$ cat config.mk
export PLATFORM = sky130hd
export DESIGN_NAME = upload_io_reader
export DESIGN_NICKNAME = d
export VERILOG_FILES = /design/src/rtl/upload_io_reader.sv
export SDC_FILE = /design/constraint.sdc
export NUM_CORES = 1
export LEC_CHECK = 0
export CAP_MARGIN = 20
export CORE_MARGIN = 1
export CORE_UTILIZATION = 49
export DETAILED_ROUTE_END_ITERATION = 7
export GPL_TIMING_DRIVEN = 0
export MAX_ROUTING_LAYER = met4
export PLACE_DENSITY = 0.88
export SETUP_SLACK_MARGIN = 0.5
export SLEW_MARGIN = 25
export SYNTH_ARGS = -nofsm -noshare
export SYNTH_HDL_FRONTEND = slang
export SYNTH_SLANG_ARGS = --single-unit
$ cat constraint.sdc
create_clock -name clk_memory -period 8 [get_ports clk_memory]
set_input_delay 2.4 -clock clk_memory [delete_from_list [all_inputs] [get_ports clk_memory]]
set_output_delay 2.4 -clock clk_memory [all_outputs]
set_load 0.005 [all_outputs]
$ cat src/rtl/upload_io_reader.sv
// Word reader over the ioctl upload port: gathers 32/DW beats from byte memory
// into one 32-bit response, with a session (upload_start/upload_done) gating memory access.
module upload_io_reader #(
    parameter logic [3:0] MASK  = 4'd0,
    parameter int         AW    = 27,
    parameter int         DW    = 8,
    parameter int         DELAY = 4
) (
    input  logic          clk_memory,
    input  logic          reset,
    input  logic          upload_start_i,
    input  logic [15:0]   upload_id_i,
    input  logic          upload_done_i,
    input  logic          bridge_endian_little_i,
    input  logic          req_valid_i,
    input  logic [31:0]   req_addr_i,
    output logic          req_ready_o,
    output logic          rsp_valid_o,
    output logic [31:0]   rsp_data_o,
    output logic          ioctl_upload_o,
    output logic [15:0]   ioctl_index_o,
    output logic          ioctl_rd_o,
    output logic [AW-1:0] ioctl_addr_o,
    input  logic [DW-1:0] ioctl_din_i,
    output logic          upload_busy_o,
    output logic [15:0]   upload_cycles_left_o,
    output logic [15:0]   words_read_o,
    output logic [1:0]    state_dbg_o
);

    localparam int            N        = 32 / DW;
    localparam logic [AW-1:0] STEP     = AW'(DW / 8);
    localparam logic [7:0]    DLY      = 8'(DELAY);
    localparam logic [15:0]   LOAD_MEM = 16'(N * (DELAY + 1));
    localparam logic [1:0]    LAST     = 2'(N - 1);

    typedef enum logic [1:0] {IDLE, STROBE, WAIT, RESP} state_t;

    state_t        state_q, state_d;
    logic [1:0]    beat_q, beat_d;
    logic [7:0]    dly_q, dly_d;
    logic [AW-1:0] addr_q, addr_d;
    logic [31:0]   acc_q, acc_d;
    logic [31:0]   rsp_q, rsp_d;
    logic          little_q, little_d;
    logic [15:0]   left_q, left_d;
    logic          upload_q, upload_d;
    logic          pend_q, pend_d;
    logic [15:0]   index_q, index_d;
    logic [15:0]   words_q, words_d;
    logic          sample;
    logic [31:0]   word_out;
    logic [31:0]   addr_unused;

    assign addr_unused = req_addr_i;

    // req_valid/req_ready: a request transfers in a cycle where both are high;
    // req_valid while req_ready is low is dropped, never held pending.
    assign req_ready_o          = (state_q == IDLE) && !reset;
    assign rsp_valid_o          = (state_q == RESP);
    assign ioctl_rd_o           = (state_q == STROBE);
    assign upload_busy_o        = (state_q != IDLE);
    assign ioctl_addr_o         = addr_q;
    assign ioctl_upload_o       = upload_q;
    assign ioctl_index_o        = index_q;
    assign upload_cycles_left_o = left_q;
    assign words_read_o         = words_q;
    assign state_dbg_o          = state_q;

    // acc_q holds bytes in address order (lowest address in the top byte).
    assign word_out   = little_q ? {acc_q[7:0], acc_q[15:8], acc_q[23:16], acc_q[31:24]} : acc_q;
    assign rsp_data_o = (state_q == RESP) ? word_out : rsp_q;

    always_comb begin
        state_d  = state_q;
        beat_d   = beat_q;
        dly_d    = dly_q;
        addr_d   = addr_q;
        acc_d    = acc_q;
        rsp_d    = rsp_q;
        little_d = little_q;
        left_d   = left_q;
        upload_d = upload_q;
        pend_d   = pend_q;
        index_d  = index_q;
        words_d  = words_q;
        sample   = 1'b0;

        if (state_q != IDLE && left_q != 16'd0) left_d = left_q - 16'd1;

        case (state_q)
            IDLE: begin
                if (req_valid_i) begin
                    addr_d   = {req_addr_i[AW-1:2], 2'b00};
                    little_d = bridge_endian_little_i;
                    acc_d    = 32'd0;
                    beat_d   = 2'd0;
                    if (upload_q && req_addr_i[31:28] == MASK) begin
                        state_d = STROBE;
                        left_d  = LOAD_MEM;
                    end else begin
                        state_d = RESP;
                        left_d  = 16'd0;
                    end
                end
            end
            STROBE: begin
                state_d = WAIT;
                dly_d   = DLY;
            end
            WAIT: begin
                if (dly_q == 8'd1) sample = 1'b1;
                else               dly_d  = dly_q - 8'd1;
            end
            RESP: begin
                state_d = IDLE;
                rsp_d   = word_out;
            end
            default: state_d = IDLE;
        endcase

        if (sample) begin
            acc_d = {acc_q[31-DW:0], ioctl_din_i};
            if (beat_q == LAST) begin
                state_d = RESP;
            end else begin
                state_d = STROBE;
                beat_d  = beat_q + 2'd1;
                addr_d  = addr_q + STEP;
            end
        end

        // A close request during a word is parked until that word's response.
        if (upload_done_i) begin
            if (state_q == IDLE) upload_d = 1'b0;
            else                 pend_d   = 1'b1;
        end
        if (state_q == RESP) begin
            if (words_q != 16'hFFFF) words_d = words_q + 16'd1;
            if (pend_q || upload_done_i) begin
                upload_d = 1'b0;
                pend_d   = 1'b0;
            end
        end
        if (upload_start_i) begin
            upload_d = 1'b1;
            index_d  = upload_id_i;
            words_d  = 16'd0;
            pend_d   = 1'b0;
        end
    end

    always_ff @(posedge clk_memory or posedge reset) begin
        if (reset) begin
            state_q  <= IDLE;
            beat_q   <= 2'd0;
            dly_q    <= 8'd0;
            addr_q   <= '0;
            acc_q    <= 32'd0;
            rsp_q    <= 32'd0;
            little_q <= 1'b0;
            left_q   <= 16'd0;
            upload_q <= 1'b0;
            pend_q   <= 1'b0;
            index_q  <= 16'd0;
            words_q  <= 16'd0;
        end else begin
            state_q  <= state_d;
            beat_q   <= beat_d;
            dly_q    <= dly_d;
            addr_q   <= addr_d;
            acc_q    <= acc_d;
            rsp_q    <= rsp_d;
            little_q <= little_d;
            left_q   <= left_d;
            upload_q <= upload_d;
            pend_q   <= pend_d;
            index_q  <= index_d;
            words_q  <= words_d;
        end
    end

endmodule

==> metrics.cfg <==
[outcome]
run_status = completed

[routing]
via_count = 6638
drc = 0
wirelength_um = 19840
postRouteAntennaNets = 0
wl_per_cell_um = 17.34
initialDrtViolationCount = 503
drt_pass1_iterations = 5
viasPerCell = 5.802

[clocking]
cts_resized = 0
clk_path_buf_depth = 2
clock-sinks = 154
cts_buffers = 17
root_buffer = clkbuf_16
post_cts_buffers = 0
clk_latency_ps = 430
hold_buffers = 0
path_clk_slew_ps = 60
cts_tree = built
htree_levels = 4

[layout]
final_cells = 1144
diodes = 0
layout.area.seq_um2 = 3854
area_growth_pct = 35.48
multi_input_area_um2 = 3274
fin_area_um2 = 9952
fillers = 1093
drive_gt1_share_pct = 7.187
nets = 1016

[hold_path]
hold_path_class = reg -> reg

[global_route]
grt_pass1_vias = 6419
grt_pass1_wl_um = 32780
grt.busiest_layer = met2
antenna_found_initial = 0
gr-total-overflow = 0
grt_max_degree = 90
met2_usage_pct = 42.61
grtUsageMet1_pct = 34.83
grt_usage_pct = 27.31
met3_usage_pct = 6.057

[setup_path]
cpMaxStageDelayCell = clkdlybuf4s50_1
end_kind = primary output
cp-start-kind = primary input
cp_data_arrival_time_ps = 3550
worstPathMaxFanout = 2
critPathBufInv = 2
critPathRequiredTime_ps = 5600
critPathMaxStageDelay_ps = 510
crit_chain = clkdlybuf4s50_1 > nor2_1 > clkdlybuf4s50_1
cp_common_cell = clkdlybuf4s50_1
critPathKind = in -> out
cp_top_family = buffers and inverters

[sta]
fin_hold_ws_ps = 490.6
slew_headroom_pct = 46.03
drv_slew = 0
fin_setup_tns_ps = 0
skew_ps = 11.23
fin_crit_sh_pct = 74.41
rsz0062_at_grt = no
hold_viol = 0
tightest_slew_ps = 802.9
post-route-min-period_ps = 5952
fmaxAchievable_mhz = 168.0
setup_viol_count_final = 0

[logic_synthesis]
ys_types = 58
ys_warn_count = 0
syn_area_um2 = 7346
ys_seq_area_share_pct = 52.46
synth_top_flop_cell = dfrtp_1
synth.net_count = 825
synth_edf_count = 0
synth_async_sr_flop_share_pct = 100.0
synth_cells = 756
synth_seq_cells = 154
syn_avg_cell_area_um2 = 9.717

[floorplanning]
top_level_ports = 176
die_area_um2 = 15490
chipWidth_um = 124.4
core_um2 = 14590
rows = 44
start_util_pct = 50.35
dieHeight_um = 124.4

[pwr]
p_total_mw = 3.449
p_leak_nw = 4.211
power_density_nw_per_um2 = 346.5
ir_worst_vdd_mv = 0.1941

[job]
cap_violations = 0

[placed_design]
dp.cells = 1112
gp_congestion = 0.9297
dpl_cell_area_um2 = 9323
dp_hpwl_um = 14110
portBuffers = 171

-- cell usage in the layout (no fill, tap or decap), drive strengths merged, types with 14 or more instances in the layout --
master         count
dfrtp            154
mux2i             37
nor4              14
nand2            137
nor2              56
a211oi            16
mux2              16
o21ai             47
clkdlybuf4s50    171
inv               14
nand3             52
clkbuf            58
nand4             18
a21oi             23
xnor2             15
-- power by group --
group / internal (mW) / switching, mW / total (mW)
registers: 1.08 / 0.306 / 1.39
clock network: 0.538 / 0.319 / 0.857
logic: 0.672 / 0.530 / 1.20
-- cells by family after synthesis --
group | share of synthesized area, %
muxes | 7.494
buffers and inverters | 2.964
adders and majority gates | 1.192
DFF | 52.46
xor gates and xnor gates | 2.742
and+or+nand+nor | 22.25
AOI/OAI and AO/OA | 10.90
-- final cells by class --
class	count	share of cell area, %
repair buffers	172	17.48
flip-flops and latches	154	38.72
well taps	184	2.313
inverters	14	0.6035
clock buffers	21	4.627
clock inverters	11	1.697
multi-input cells	545	32.90
plain buffers	43	1.660
-- through the flow --
stage	worst slack, ps	util [%]
2_1_floorplan	1450	-
6_report	2048	68.22
5_1_grt	2005	68.22
3_3_place_gp	-599.6	63.66
3_5_place_dp	2035	63.90
4_1_cts	2036	68.22
-- worst register-to-register path, cell delays in order, from the launching register on --
cell      delay, ps
dfrtp_1         380
inv_1            80
ha_1            150
nor3b_1         560
nand4_1         520
nand2_1         440
o21ai_0         150
a21boi_0        240
-- per-layer routing --
metal,wire length [um],share of wire [%]
met4,429,2.2
met3,1498,7.6
met2,9638,49
met1,8272,42
met5,0,0
-- flip-flops by register name, summed over array words and instances (netlist names) --
signal	flops
ioctl_addr_o	27
upload_cycles_left_o	16
state_dbg_o	2
pend_q	1
ioctl_index_o	16
dly_q	8
rsp_q	32
words_read_o	16
ioctl_upload_o	1
little_q	1
beat_q	2
acc_q	32
-- synth_stat cells, drive strengths merged, types with 2 or more instances --
cell,instances,area [um2]
mux2i,37,370.4
mux2,16,180.2
nor3,13,80.08
a311oi,3,26.28
nor4b,3,26.28
o211ai,4,30.03
o22ai,2,12.51
and4,7,61.31
a22oi,2,15.01
o31ai,3,22.52
and3,5,31.28
o31a,2,17.52
dfrtp,154,3854
o221a,3,33.78
nand4,18,118.9
nor2,56,210.2
o311ai,4,42.55
nand2b,3,18.77
o41ai,5,43.79
a21oi,23,115.1
a21o,2,16.27
inv,14,52.55
ha,7,87.58
nand2,137,514.2
nor4,14,100.1
clkbuf,37,138.9
a211oi,16,120.1
o21ai,47,235.2
nor3b,5,37.54
xor2,8,70.07
and2,7,43.79
xnor2,15,131.4
or4,5,37.54
buf,6,26.27
nand3,52,260.3
or3,7,55.05
a31oi,2,12.51
-- path summary, 6_finish.rpt --
path                                           start                                 end  slack, ps  cells after the start
min in group asynchronous                      reset  upload_cycles_left_o[15]$_DFF_PP0_       2440                      2
worst max-delay path                           reset                         req_ready_o       2050                      3
max in group asynchronous                      reset         words_read_o[9]$_DFFE_PP0P_       4770                      3
worst min register to register   rsp_q[10]$_DFF_PP0_                 rsp_q[10]$_DFF_PP0_        490                      2
worst min-delay path             rsp_q[10]$_DFF_PP0_                 rsp_q[10]$_DFF_PP0_        490                      2
worst max register to register  dly_q[1]$_DFFE_PP0P_          ioctl_addr_o[24]$_DFF_PP0_       5380                      7
Power figures use the tool's default switching activity.
